$ cat src/rtl/io_ctrl_if.sv
// CPU bus, RAM write strobe, RX/TX byte streams and stop flag of io_ctrl.
interface io_ctrl_if;
  logic [31:0] cpu_a;
  logic        cpu_wr;
  logic [7:0]  cpu_dout;
  logic [7:0]  cpu_din;
  logic        rdy_out;
  logic [7:0]  ram_din;
  logic        ram_we;
  logic        rx_valid;
  logic [7:0]  rx_data;
  logic        rx_ready;
  logic        tx_valid;
  logic [7:0]  tx_data;
  logic        tx_ready;
  logic        prog_stop;

  modport master (
    output cpu_a, cpu_wr, cpu_dout, ram_din, rx_valid, rx_data, tx_ready,
    input  cpu_din, rdy_out, ram_we, rx_ready, tx_valid, tx_data, prog_stop
  );

  modport slave (
    input  cpu_a, cpu_wr, cpu_dout, ram_din, rx_valid, rx_data, tx_ready,
    output cpu_din, rdy_out, ram_we, rx_ready, tx_valid, tx_data, prog_stop
  );
endinterface

$ cat src/rtl/io_ctrl.sv
// Memory-mapped IO controller: RAM/IO decode, RX/TX byte FIFOs, cycle counter, stop flag; read data one cycle after address.
// rdy_out drops while an RX pop finds the RX FIFO empty or a TX push finds the TX FIFO full.
module io_ctrl #(
  parameter int unsigned RX_DEPTH  = 16,
  parameter int unsigned TX_DEPTH  = 16,
  parameter logic [31:0] CNT_RESET = 32'h0
) (
  input logic      clk_in,
  input logic      rst_in,
  io_ctrl_if.slave bus
);
  localparam int unsigned RX_AW = $clog2(RX_DEPTH);
  localparam int unsigned TX_AW = $clog2(TX_DEPTH);
  localparam logic [RX_AW:0] RX_ONE = 1;
  localparam logic [TX_AW:0] TX_ONE = 1;

  logic [7:0]     rx_mem [RX_DEPTH];
  logic [7:0]     tx_mem [TX_DEPTH];
  logic [RX_AW:0] rx_wp, rx_rp;
  logic [TX_AW:0] tx_wp, tx_rp;
  logic           rx_full, rx_empty, tx_full, tx_empty;
  logic [31:0]    cnt, snap;
  logic           io_flag, stop;
  logic [7:0]     io_rdat, rd_byte;
  logic [17:0]    addr;
  logic           io_acc, rd_rx, wr_tx, rdy;
  logic           rx_push, rx_pop, tx_push, tx_pop;
  logic           unused_a_hi;

  assign addr        = bus.cpu_a[17:0];
  assign unused_a_hi = ^bus.cpu_a[31:18];
  assign io_acc      = (addr[17:16] == 2'b11);

  // Extra pointer MSB tells a full FIFO apart from an empty one.
  assign rx_empty = (rx_wp == rx_rp);
  assign rx_full  = (rx_wp[RX_AW] != rx_rp[RX_AW]) && (rx_wp[RX_AW-1:0] == rx_rp[RX_AW-1:0]);
  assign tx_empty = (tx_wp == tx_rp);
  assign tx_full  = (tx_wp[TX_AW] != tx_rp[TX_AW]) && (tx_wp[TX_AW-1:0] == tx_rp[TX_AW-1:0]);

  assign rd_rx = io_acc && !bus.cpu_wr && (addr == 18'h30000);
  assign wr_tx = io_acc && bus.cpu_wr && (addr == 18'h30000) && (bus.cpu_dout != 8'h00);
  assign rdy   = !((rd_rx && rx_empty) || (wr_tx && tx_full));

  assign rx_push = bus.rx_valid && !rx_full;
  assign rx_pop  = rd_rx && rdy;
  assign tx_push = wr_tx && rdy;
  assign tx_pop  = !tx_empty && bus.tx_ready;

  assign bus.rdy_out   = rdy;
  assign bus.ram_we    = bus.cpu_wr && !io_acc && rdy;
  assign bus.rx_ready  = !rx_full;
  assign bus.tx_valid  = !tx_empty;
  assign bus.tx_data   = tx_mem[tx_rp[TX_AW-1:0]];
  assign bus.prog_stop = stop;
  assign bus.cpu_din   = io_flag ? io_rdat : bus.ram_din;

  always_comb begin
    rd_byte = 8'h00;
    case (addr)
      18'h30000: rd_byte = rx_mem[rx_rp[RX_AW-1:0]];
      18'h30004: rd_byte = cnt[7:0];
      18'h30005: rd_byte = snap[15:8];
      18'h30006: rd_byte = snap[23:16];
      18'h30007: rd_byte = snap[31:24];
      default:   rd_byte = 8'h00;
    endcase
  end

  always_ff @(posedge clk_in) begin
    if (rst_in) begin
      rx_wp   <= '0;
      rx_rp   <= '0;
      tx_wp   <= '0;
      tx_rp   <= '0;
      cnt     <= CNT_RESET;
      snap    <= 32'h0;
      io_flag <= 1'b0;
      io_rdat <= 8'h00;
      stop    <= 1'b0;
    end else begin
      cnt     <= cnt + 32'd1;
      io_flag <= io_acc;
      io_rdat <= rd_byte;
      if (rx_push) rx_wp <= rx_wp + RX_ONE;
      if (rx_pop)  rx_rp <= rx_rp + RX_ONE;
      if (tx_push) tx_wp <= tx_wp + TX_ONE;
      if (tx_pop)  tx_rp <= tx_rp + TX_ONE;
      if (io_acc && !bus.cpu_wr && rdy && (addr == 18'h30004)) snap <= cnt;
      if (io_acc && bus.cpu_wr && (addr == 18'h30004)) stop <= 1'b1;
    end
  end

  // Storage needs no reset: the pointers alone decide what is valid.
  always_ff @(posedge clk_in) begin
    if (rx_push) rx_mem[rx_wp[RX_AW-1:0]] <= bus.rx_data;
    if (tx_push) tx_mem[tx_wp[TX_AW-1:0]] <= bus.cpu_dout;
  end
endmodule

$ cat src/flat_wrapper.sv
// flat-port wrapper written by rule: the top's interface ports become plain ports
module io_ctrl_flat 
#(
  parameter int unsigned RX_DEPTH  = 16,
  parameter int unsigned TX_DEPTH  = 16,
  parameter logic [31:0] CNT_RESET = 32'h0
)
  (clk_in, rst_in, bus_cpu_a, bus_cpu_wr, bus_cpu_dout, bus_ram_din, bus_rx_valid, bus_rx_data, bus_tx_ready, bus_cpu_din, bus_rdy_out, bus_ram_we, bus_rx_ready, bus_tx_valid, bus_tx_data, bus_prog_stop);
  io_ctrl_if bus_i ();
  input logic clk_in;
  input logic rst_in;
  input wire logic [$bits(bus_i.cpu_a)-1:0] bus_cpu_a;
  input wire logic [$bits(bus_i.cpu_wr)-1:0] bus_cpu_wr;
  input wire logic [$bits(bus_i.cpu_dout)-1:0] bus_cpu_dout;
  input wire logic [$bits(bus_i.ram_din)-1:0] bus_ram_din;
  input wire logic [$bits(bus_i.rx_valid)-1:0] bus_rx_valid;
  input wire logic [$bits(bus_i.rx_data)-1:0] bus_rx_data;
  input wire logic [$bits(bus_i.tx_ready)-1:0] bus_tx_ready;
  output wire logic [$bits(bus_i.cpu_din)-1:0] bus_cpu_din;
  output wire logic [$bits(bus_i.rdy_out)-1:0] bus_rdy_out;
  output wire logic [$bits(bus_i.ram_we)-1:0] bus_ram_we;
  output wire logic [$bits(bus_i.rx_ready)-1:0] bus_rx_ready;
  output wire logic [$bits(bus_i.tx_valid)-1:0] bus_tx_valid;
  output wire logic [$bits(bus_i.tx_data)-1:0] bus_tx_data;
  output wire logic [$bits(bus_i.prog_stop)-1:0] bus_prog_stop;
  assign bus_i.cpu_a = bus_cpu_a;
  assign bus_i.cpu_wr = bus_cpu_wr;
  assign bus_i.cpu_dout = bus_cpu_dout;
  assign bus_i.ram_din = bus_ram_din;
  assign bus_i.rx_valid = bus_rx_valid;
  assign bus_i.rx_data = bus_rx_data;
  assign bus_i.tx_ready = bus_tx_ready;
  assign bus_cpu_din = bus_i.cpu_din;
  assign bus_rdy_out = bus_i.rdy_out;
  assign bus_ram_we = bus_i.ram_we;
  assign bus_rx_ready = bus_i.rx_ready;
  assign bus_tx_valid = bus_i.tx_valid;
  assign bus_tx_data = bus_i.tx_data;
  assign bus_prog_stop = bus_i.prog_stop;
  io_ctrl #(.RX_DEPTH(RX_DEPTH), .TX_DEPTH(TX_DEPTH), .CNT_RESET(CNT_RESET)) u_core (.clk_in(clk_in), .rst_in(rst_in), .bus(bus_i));
endmodule
$ cat config.mk
export PLATFORM = sky130hd
export DESIGN_NAME = io_ctrl_flat
export DESIGN_NICKNAME = d
export VERILOG_FILES = /design/src/rtl/io_ctrl_if.sv /design/src/rtl/io_ctrl.sv /design/src/flat_wrapper.sv
export SDC_FILE = /design/constraint.sdc
export NUM_CORES = 1
export LEC_CHECK = 0
export BUFFER_PORTS_ARGS = -buffer_cell sky130_fd_sc_hd__buf_2
export CAP_MARGIN = 5
export CORE_ASPECT_RATIO = 0.7
export CORE_MARGIN = 1
export CORE_UTILIZATION = 53
export CTS_CLUSTER_SIZE = 25
export DETAILED_ROUTE_END_ITERATION = 7
export MAX_ROUTING_LAYER = met4
export PLACE_DENSITY = 0.71
export SKIP_LAST_GASP = 1
export SLEW_MARGIN = 25
export SYNTH_ARGS = -nofsm -noshare
export SYNTH_HDL_FRONTEND = slang
export SYNTH_SLANG_ARGS = --single-unit
export TNS_END_PERCENT = 20
$ cat constraint.sdc
create_clock -name clk_in -period 7.14 [get_ports clk_in]
set_input_delay 0.714 -clock clk_in [delete_from_list [all_inputs] [get_ports clk_in]]
set_output_delay 0.714 -clock clk_in [all_outputs]
set_load 0.1 [all_outputs]
==> impl_metrics.ini, run 1 <==
[route]
drc = 0
vias = 8136
detail_route.iter0.violations = 634
via_per_inst = 5.79
wire_length_per_cell_after_detailed_routing_um = 21.3
postRouteWirelength_um = 29900
first_drt_pass_iteration_count = 5
drtAntennaViolNets = 0

[clocking]
ctsLongestPathBuffers = 3
htree_levels = 1
clk_root_buffer_cell = sky130_fd_sc_hd__clkbuf_16
clock_insertion_delay_worst_skew_ns = 0.58
post_cts_resize_count = 0
postCtsSetupRepairBufs = 0
cts-buffers-inserted = 31
tritoncts = yes
clkSinkCount = 350
worst_setup_hold_path_clk_slew_ns = 0.07
hold_buffers = 0

[place]
port_buffers = 67
detailed_place_hpwl_um = 19300
dpl.cell_count = 1346
routabilityCongestion = 0.864
place_ws_ns = 3.62

[sta]
timing.final.max_slew_violations = 0
clock.fmax_ghz = 0.279
setup-tns-final_ns = 0
post-route-period-util_pct = 50.2
final_hold_viol_count = 0
worst_clock_skew_ns = 0.0216
worst_slew_pin_slew_ns = 1.04
slew-limit-headroom_pct = 30.1
unrepaired_setup_endpoints_after_global_routing = false
fin_crit_ns = 3.58
finalSetupViolCount = 0
worst_slack_ns = 3.56

[final_layout]
finalCoreUtilization_pct = 61.7
area_growth_syn_to_layout_pct = 12.7
post_layout_nonfiller_instances = 1404
post_route_cells_drive_above_1_share_pct = 18.7
antennaDiodeCount = 0
final_net_count = 1094

[global_routing]
grt_pass1_vias = 7877
initial_antenna_violation_count = 0
grt_max_degree = 92
grt_usage_pct = 22.9
grt_pass1_wl_um = 46100
gr-total-overflow = 0

[worst_setup_path]
crit_path_top_delay_cell = sky130_fd_sc_hd__mux4_2
crit_path_start_kind = register
cpPeakStageDelay_ns = 0.61
critical_path.endpoint_type = output port
worst-endpoint-required_ns = 6.43
crit_fanout = 32
timing.critical_path.mode_cell = sky130_fd_sc_hd__mux4_2
worstPathCellList = buf_4 > mux4_2 > mux4_2 > buf_2
cp.arrival_ns = 2.87
path_class = reg2out

[synth]
fraction_of_the_yosys_area_taken_by_sequential_cells_pct = 67.0
post_synth_instance_area_sq_um = 14300
ys_ff_latch = 350
mean_cell_area_of_the_mapped_netlist_sq_um = 14.9
netlist-cell-type-count = 55
syn-num-nets = 1033
synth_enable_flop_cells = 256
synthesis.yosys.warnings = 0
asyncSetResetFlopFracSynth_pct = 0
cells_after_synthesis = 961
synth_flop_cell = sky130_fd_sc_hd__edfxtp_1

[floorplanning]
io-pin-count = 82
chipHeight_um = 139
floorplan.die.width_um = 198
core.rowCount = 49
fp.coreArea_sq_um = 26100
start_util_pct = 54.8
dieArea_sq_um = 27600

[worst_hold_path]
hold_path_class = reg2reg

[power]
power.leakage_nw = 5.18
internal_power_w = 0.00327
power_switching_share_pct = 20.4
power_density_nw_per_um2 = 255
switchingPower_w = 0.000839
sum_of_internal_switching_and_leakage_power_w = 0.00411
power.ir.vdd_worst_mv = 0.196
relative_contribution_of_the_clock_network_to_total_power_pct = 43.4
power.share.combinational_pct = 3.1
part_of_the_power_in_registers_pct = 53.5

[run_status]
status = finished clean

[run]
count_of_maximum_capacitance_violations = 0
==> path summary, 6_finish.rpt <==
check	start	end	slack, ns	cells past startpoint
worst max register to register	u_core.tx_wp[2]	u_core.tx_mem[6][4]	4.24	5
worst min register to register	u_core.snap[13]	u_core.snap[13]	0.45	2
worst max-delay path	register	bus_tx_data[7]	3.56	4
worst min-delay path	u_core.snap[13]	u_core.snap[13]	0.45	2
==> cells by family (layout without fill, tap and decap cells) <==
kind of cell             after synthesis  count (layout)  share of synthesized area (%)
AO/OA/AOI/OAI                        116             116                           5.85
AND/OR/NAND/NOR                      245             245                           8.77
XOR/XNOR                              48              48                           2.94
flip-flops                           350             350                           67.0
adder cells (fa/ha/maj)               11              11                          0.964
multiplexers                         131             131                           12.8
buffers and inverters                 60             146                           1.72
==> flip-flops by register name, indices dropped and copies added, names as in the netlist, named ones only <==
signal                flops
u_core.tx_mem           128
u_core.snap              24
u_core.tx_wp              5
u_core.rx_mem           128
u_core.rx_rp              5
u_core.rx_wp              5
u_core.cnt               32
u_core.io_flag            1
u_core.io_rdat            8
u_core.tx_rp              5
u_core.bus.prog_stop      1
==> synth_stat cells (all sizes together) (17+ instances only) <==
cell,n,area [sq um]
a21oi,44,220
a22oi,23,173
and3,21,131
buf,20,95.1
clkbuf,30,113
dfxtp,94,1880
edfxtp,256,7690
mux2i,83,831
mux4,40,901
nand2,78,293
nand3,18,90.1
nor2,63,236
xnor2,17,149
xor2,31,272
==> power by group through the flow <==
stage                logic, W  registers [W]  clock network (W)
finish               0.000127        0.00220            0.00178
global route         0.000136        0.00220            0.00189
CTS                  0.000127        0.00220            0.00181
detailed placement   0.000126        0.00224                  0
global placement     0.000124        0.00224                  0
floorplan           0.0000721        0.00224                  0
==> placed cells by master, fill, tap and decap left out, types with 7 or more instances in the layout <==
cell type	n
sky130_fd_sc_hd__buf_4	10
sky130_fd_sc_hd__and3_1	21
sky130_fd_sc_hd__a21oi_1	43
sky130_fd_sc_hd__xnor2_1	17
sky130_fd_sc_hd__nand3_1	18
sky130_fd_sc_hd__nor2_1	63
sky130_fd_sc_hd__dfxtp_1	92
sky130_fd_sc_hd__a22oi_1	23
sky130_fd_sc_hd__a32o_1	7
sky130_fd_sc_hd__mux2_2	8
sky130_fd_sc_hd__nand4_1	11
sky130_fd_sc_hd__nand2_1	78
sky130_fd_sc_hd__ha_1	11
sky130_fd_sc_hd__inv_1	10
sky130_fd_sc_hd__buf_2	67
sky130_fd_sc_hd__mux4_2	40
sky130_fd_sc_hd__mux2i_1	83
sky130_fd_sc_hd__o22a_1	8
sky130_fd_sc_hd__xor2_1	31
sky130_fd_sc_hd__o21ai_0	8
sky130_fd_sc_hd__nor2b_1	7
sky130_fd_sc_hd__clkbuf_16	31
sky130_fd_sc_hd__edfxtp_1	256
sky130_fd_sc_hd__a221oi_1	7
==> worst max-delay path: cells and delay by family (launching register included) <==
family                 cells  cell delay [ns]
buffers and inverters      2             0.83
DFF                        1             0.31
muxes                      2             1.11
==> metrics by stage <==
| step | hold WS [ns] | cell area [sq um] |
|---|---|---|
| after global placement | 0.439 | 15000 |
| final | 0.452 | 16100 |
| after CTS | 0.454 | 16100 |
| after floorplan | 0.431 | 14300 |
| after detailed placement | 0.446 | 15000 |
| after global routing | 0.471 | 16100 |
==> layer usage <==
| metal | GRT usage [%] | vias up | routed length (um) |
|---|---|---|---|
| met5 | - | - | 0 |
| met4 | 5.34 | 0 | 573 |
| met3 | 4.41 | 43 | 2180 |
| met2 | 31.5 | 264 | 12700 |
| met1 | 35.1 | 4033 | 14400 |
| li1 | - | 3796 | - |
==> final cells by class <==
class                           instances  area, sq um
Clock buffer                           37          828
Clock inverter                         21          272
Fill cell                            1930         9970
Inverter                               10         37.5
Multi-Input combinational cell        551         4490
Sequential cell                       350         9570
Tap cell                              357          447
Timing Repair Buffer                   78          438
Power figures use the tool's default switching activity.
==> inputs of run 2 (changes only) <==
PLACE_DENSITY = 0.74   (was 0.71)
clock period = 3.15 ns   (was 7.14 ns; I/O delays follow)
==> impl_metrics.ini, run 2 (synthesis gave the netlist of run 1 again) <==
[floorplanning]
fp.coreArea_sq_um = 26100
dieArea_sq_um = 27600
floorplan.die.width_um = 198
io-pin-count = 82
chipHeight_um = 139
core.rowCount = 49
start_util_pct = 54.8

[global_routing]
grt_max_degree = 60
gr-total-overflow = 0
use_met1_pct = 35.5
globalRouteMet3Util_pct = 3.93
globalRouteMet2Util_pct = 33.2
globalRoute.busiestLayer = met1
grt_pass1_wl_um = 47000
initial_antenna_violation_count = 0
grt_usage_pct = 23.5
grt_pass1_vias = 8119

[sta]
timing.final.max_slew_violations = 0
setup-tns-final_ns = 0
worst_slew_pin_slew_ns = 0.978
post-route-period-util_pct = 89.5
final_hold_viol_count = 0
worst_slack_ns = 0.332
clock.fmax_ghz = 0.355
unrepaired_setup_endpoints_after_global_routing = false
fin_crit_ns = 2.82
worst_clock_skew_ns = 0.0303
slew-limit-headroom_pct = 34.8
finalSetupViolCount = 0
hold_ws_ns = 0.162

[final_layout]
area_growth_syn_to_layout_pct = 13.5
fill_cells = 1912
final_net_count = 1121
antennaDiodeCount = 0
layout.cells.most_common_list = 256 x sky130_fd_sc_hd__edfxtp_1, 92 x sky130_fd_sc_hd__dfxtp_1, 83 x sky130_fd_sc_hd__mux2i_1
post_route_cells_drive_above_1_share_pct = 19.6
layout.cells.most_common = sky130_fd_sc_hd__edfxtp_1

[clocking]
cts-buffers-inserted = 34
postCtsSetupRepairBufs = 0
clk_root_buffer_cell = sky130_fd_sc_hd__clkbuf_16
tritoncts = yes
htree_levels = 2
hold_buffers = 0
worst_setup_hold_path_clk_slew_ns = 0.06
post_cts_resize_count = 0
ctsLongestPathBuffers = 3
clkSinkCount = 350
clock_insertion_delay_worst_skew_ns = 0.51

[worst_hold_path]
min_from = bus_cpu_a[17]
hold_path_class = in2reg
hold-path-cell-count = 3
hold-path-endpoint = u_core.io_flag

[route]
via_per_inst = 5.83
postRouteWirelength_um = 30600
drtAntennaViolNets = 0
vias = 8334
drc = 0
wire_length_per_cell_after_detailed_routing_um = 21.4
detail_route.iter0.violations = 630
first_drt_pass_iteration_count = 5

[run_status]
status = finished clean

[power]
power.share.combinational_pct = 3.3
part_of_the_power_in_registers_pct = 54.7
internal_power_w = 0.00722
power_switching_share_pct = 20.7
power_density_nw_per_um2 = 561
power.leakage_nw = 5.30
relative_contribution_of_the_clock_network_to_total_power_pct = 42.0
power.ir.vdd_worst_mv = 0.365
switchingPower_w = 0.00188

[worst_setup_path]
r2r-start = u_core.rx_wp[3]
crit_fanout = 32
crit-reg2reg-capture = u_core.rx_mem[0][3]
cp.arrival_ns = 2.50
worst-r2r-setup-slack_ns = 0.52
critical_path.endpoint_type = output port
crit_path_start_kind = register
path_class = reg2out
reg2regPathDepth = 4
worst-endpoint-required_ns = 2.83

[place]
detailed_place_hpwl_um = 20000
port_buffers = 67
routabilityCongestion = 0.815
place_ws_ns = 0.324

[run]
count_of_maximum_capacitance_violations = 0
[run 2: cell types whose count changed in the layout (fill, tap and decap cells not counted), sizes merged]
| cell | previous run | this run |
|---|---|---|
| buf | 78 | 102 |
| bufinv | 6 | 1 |
| clkbuf | 37 | 43 |
| clkinv | 7 | 16 |
| clkinvlp | 6 | 0 |
| inv | 12 | 10 |
[run 2: layout make-up]
type | instances | area (sq um) | share of cell area, %
Clock buffer | 43 | 926 | 5.71
Clock inverter | 17 | 128 | 0.787
Inverter | 10 | 37.5 | 0.231
Multi-Input combinational cell | 551 | 4470 | 27.6
Sequential cell | 350 | 9570 | 59.0
Tap cell | 357 | 447 | 2.75
Timing Repair Buffer | 102 | 636 | 3.92
[run 2: critical path, stage by stage (launching register included)]
cell and delay, ns:
sky130_fd_sc_hd__dfxtp_2 0.34, sky130_fd_sc_hd__buf_12 0.26, sky130_fd_sc_hd__mux4_2 0.56, sky130_fd_sc_hd__mux4_2 0.51
sky130_fd_sc_hd__buf_2 0.31
[run 2: power groups by stage]
| stage | combinational [W] | clock (W) | sequential [W] |
|---|---|---|---|
| 2_1_floorplan | 0.000163 | 0 | 0.00508 |
| 3_3_place_gp | 0.000288 | 0 | 0.00508 |
| 3_5_place_dp | 0.000293 | 0 | 0.00508 |
| 4_1_cts | 0.000295 | 0.00388 | 0.00498 |
| 5_1_grt | 0.000313 | 0.00406 | 0.00498 |
| 6_report | 0.000296 | 0.00383 | 0.00498 |
[run 2: worst max path at each step]
| stage | startpoint | end | cells after the start |
|---|---|---|---|
| detailed placement | bus_cpu_a[7] | u_core.tx_mem[10][7] | 7 |
| global placement | bus_cpu_a[7] | u_core.tx_mem[10][2] | 7 |
| CTS | register | bus_tx_data[0] | 4 |
| finish | register | bus_tx_data[0] | 4 |
| floorplan | bus_cpu_a[1] | u_core.tx_mem[2][0] | 6 |
| global route | register | bus_tx_data[3] | 4 |
[run 2: routing by layer]
metal / wire (um) / vias to the layer above
met3: 2100 / 40
met1: 14300 / 4159
met5: 0 / -
met4: 539 / 0
li1: - / 3851
met2: 13600 / 284
[run 2: through the flow]
step / total power (W) / utilization, % / area, sq um / std cells
CTS: 0.00915 / 62.2 / 16200 / 1430
floorplan: 0.00524 / - / 14300 / 961
global route: 0.00935 / 62.2 / 16200 / 1430
finish: 0.00910 / 62.2 / 16200 / 1430
detailed placement: 0.00537 / 58.2 / 15200 / 1370
global placement: 0.00536 / 58.2 / 15200 / 1370
==> inputs of run 3 (changes only) <==
==> constraint.sdc (replaced) <==
create_clock -name clk_in -period 3.15 [get_ports clk_in]
set_input_delay 0.1575 -clock clk_in [delete_from_list [all_inputs] [get_ports clk_in]]
set_output_delay 0.1575 -clock clk_in [all_outputs]
set_load 0.1 [all_outputs]
==> impl_metrics.ini, run 3 (synthesis gave the netlist of run 1 again) <==
[worst_setup_path]
path_class = in2out
r2r-start = u_core.tx_wp[2]
crit_path_start_kind = input port
reg2regPathDepth = 6
crit_path_top_delay_cell = sky130_fd_sc_hd__or4_1
worst-r2r-setup-slack_ns = 0.67
crit-reg2reg-capture = u_core.tx_mem[9][6]
critical_path.endpoint_type = output port
timing.critical_path.mode_cell = sky130_fd_sc_hd__buf_2
worst-endpoint-required_ns = 2.99
cp.arrival_ns = 2.64
worstPathCellList = dlygate4sd3_1 > buf_2 > or4_1 > o2111ai_1 > o32ai_1 > nand2_1 > buf_2
crit_fanout = 17
cpPeakStageDelay_ns = 0.59

[global_routing]
gr-total-overflow = 0
grt_usage_pct = 23.7
initial_antenna_violation_count = 1
grt_max_degree = 58
grt_pass1_vias = 8238
grt_pass1_wl_um = 47400

[sta]
unrepaired_setup_endpoints_after_global_routing = false
post-route-period-util_pct = 88.7
fin_crit_ns = 2.80
slew-limit-headroom_pct = 42.8
finalSetupViolCount = 0
final_hold_viol_count = 0
timing.final.max_slew_violations = 0
clock.fmax_ghz = 0.358
worst_clock_skew_ns = 0.0262
setup-tns-final_ns = 0
worst_slew_pin_slew_ns = 0.846

[power]
power_density_nw_per_um2 = 571
power.ir.vdd_worst_mv = 0.392
power.leakage_nw = 5.35
sum_of_internal_switching_and_leakage_power_w = 0.00930

[floorplanning]
dieArea_sq_um = 27600
fp.coreArea_sq_um = 26100
io-pin-count = 82
floorplan.die.width_um = 198
start_util_pct = 54.8
chipHeight_um = 139
core.rowCount = 49

[final_layout]
post_route_cells_drive_above_1_share_pct = 20.4
layout.cells.most_common = sky130_fd_sc_hd__edfxtp_1
fill_cells = 1937
final_net_count = 1126
area_growth_syn_to_layout_pct = 14.0
layout.cells.most_common_list = 256 x sky130_fd_sc_hd__edfxtp_1, 92 x sky130_fd_sc_hd__dfxtp_1, 83 x sky130_fd_sc_hd__mux2i_1

[route]
detail_route.iter0.violations = 657
first_drt_pass_iteration_count = 6
via_per_inst = 5.78
wire_length_per_cell_after_detailed_routing_um = 21.4
vias = 8312
drc = 0
drtAntennaViolNets = 0
postRouteWirelength_um = 30800

[worst_hold_path]
hold-path-endpoint = u_core.tx_mem[3][4]
hold_path_class = in2reg
min_from = bus_cpu_dout[4]
hold-path-cell-count = 1

[run_status]
status = finished clean

[clocking]
tritoncts = yes
worst_setup_hold_path_clk_slew_ns = 0.06
htree_levels = 2
clock_insertion_delay_worst_skew_ns = 0.53
cts-buffers-inserted = 35
clkSinkCount = 350
clk_root_buffer_cell = sky130_fd_sc_hd__clkbuf_16
ctsLongestPathBuffers = 3

[place]
port_buffers = 67
detailed_place_hpwl_um = 20200
routabilityCongestion = 0.849

[run]
count_of_maximum_capacitance_violations = 0
[run 3: cell count changes in the layout (fill, tap and decap cells not counted), sizes merged]
cell	delta
clkinv	-5
buf	+3
clkbuf	+3
inv	+3
bufinv	+1
diode	+1
dlygate4sd3	+1
[run 3: stage by stage]
step / hold WS, ns / setup slack, ns / std cells / area, sq um / util, %
6_report: 0.0264 / 0.354 / 1437 / 16300 / 62.5
5_1_grt: 0.0142 / 0.213 / 1437 / 16300 / 62.5
4_1_cts: 0.00547 / 0.322 / 1436 / 16300 / 62.5
3_5_place_dp: 0.446 / 0.549 / 1373 / 15200 / 58.2
3_3_place_gp: 0.438 / 0.586 / 1373 / 15200 / 58.2
2_1_floorplan: 0.256 / 0.834 / 961 / 14300 / -
[run 3: power by group]
group	total (W)	switching (W)	internal (W)
logic	0.000296	0.000215	0.0000807
clock network	0.00403	0.00171	0.00232
registers	0.00498	0.0000151	0.00496
total	0.00930	0.00194	0.00736
[run 3: area by class of cell]
cell class / instances / area (sq um) / area share, %
repair buffers: 106 / 656 / 4.03
flip-flops and latches: 350 / 9570 / 58.8
clock buffers: 46 / 957 / 5.88
well taps: 357 / 447 / 2.74
inverters: 10 / 37.5 / 0.230
diodes: 1 / 2.50 / 0.0154
multi-input cells: 551 / 4470 / 27.5
clock inverters: 16 / 143 / 0.876
[run 3: worst max-delay path by stage]
stage	start	end	slack, ns
floorplan	u_core.tx_wp[3]	u_core.tx_mem[2][0]	0.83
finish	bus_cpu_dout[0]	bus_rdy_out	0.35
detailed placement	bus_cpu_a[7]	u_core.tx_mem[9][6]	0.55
global route	bus_cpu_dout[0]	bus_rdy_out	0.21
CTS	bus_cpu_dout[0]	bus_rdy_out	0.32
global placement	bus_cpu_a[7]	u_core.tx_mem[10][1]	0.59
[run 3: critical path: cells and delay by family]
family	cells	cell delay, ns
and+or+nand+nor	2	0.72
buffers and inverters	3	1.21
AOI/OAI and AO/OA	2	0.55
[run 3: timing repair]
| item | in CTS | in global routing |
|---|---|---|
| hold buffers | 1 | 0 |
| buffers inserted | 0 | 0 |
| hold endpoints to repair | 4 | 0 |
| resized for setup | 0 | 0 |
[run 3: layer usage]
metal	global-route usage (%)	up-vias	wire [um]
met5	-	-	0
met4	7.18	0	709
met3	4.70	55	2320
met2	33.3	294	13600
met1	34.8	4102	14200
li1	-	3861	-
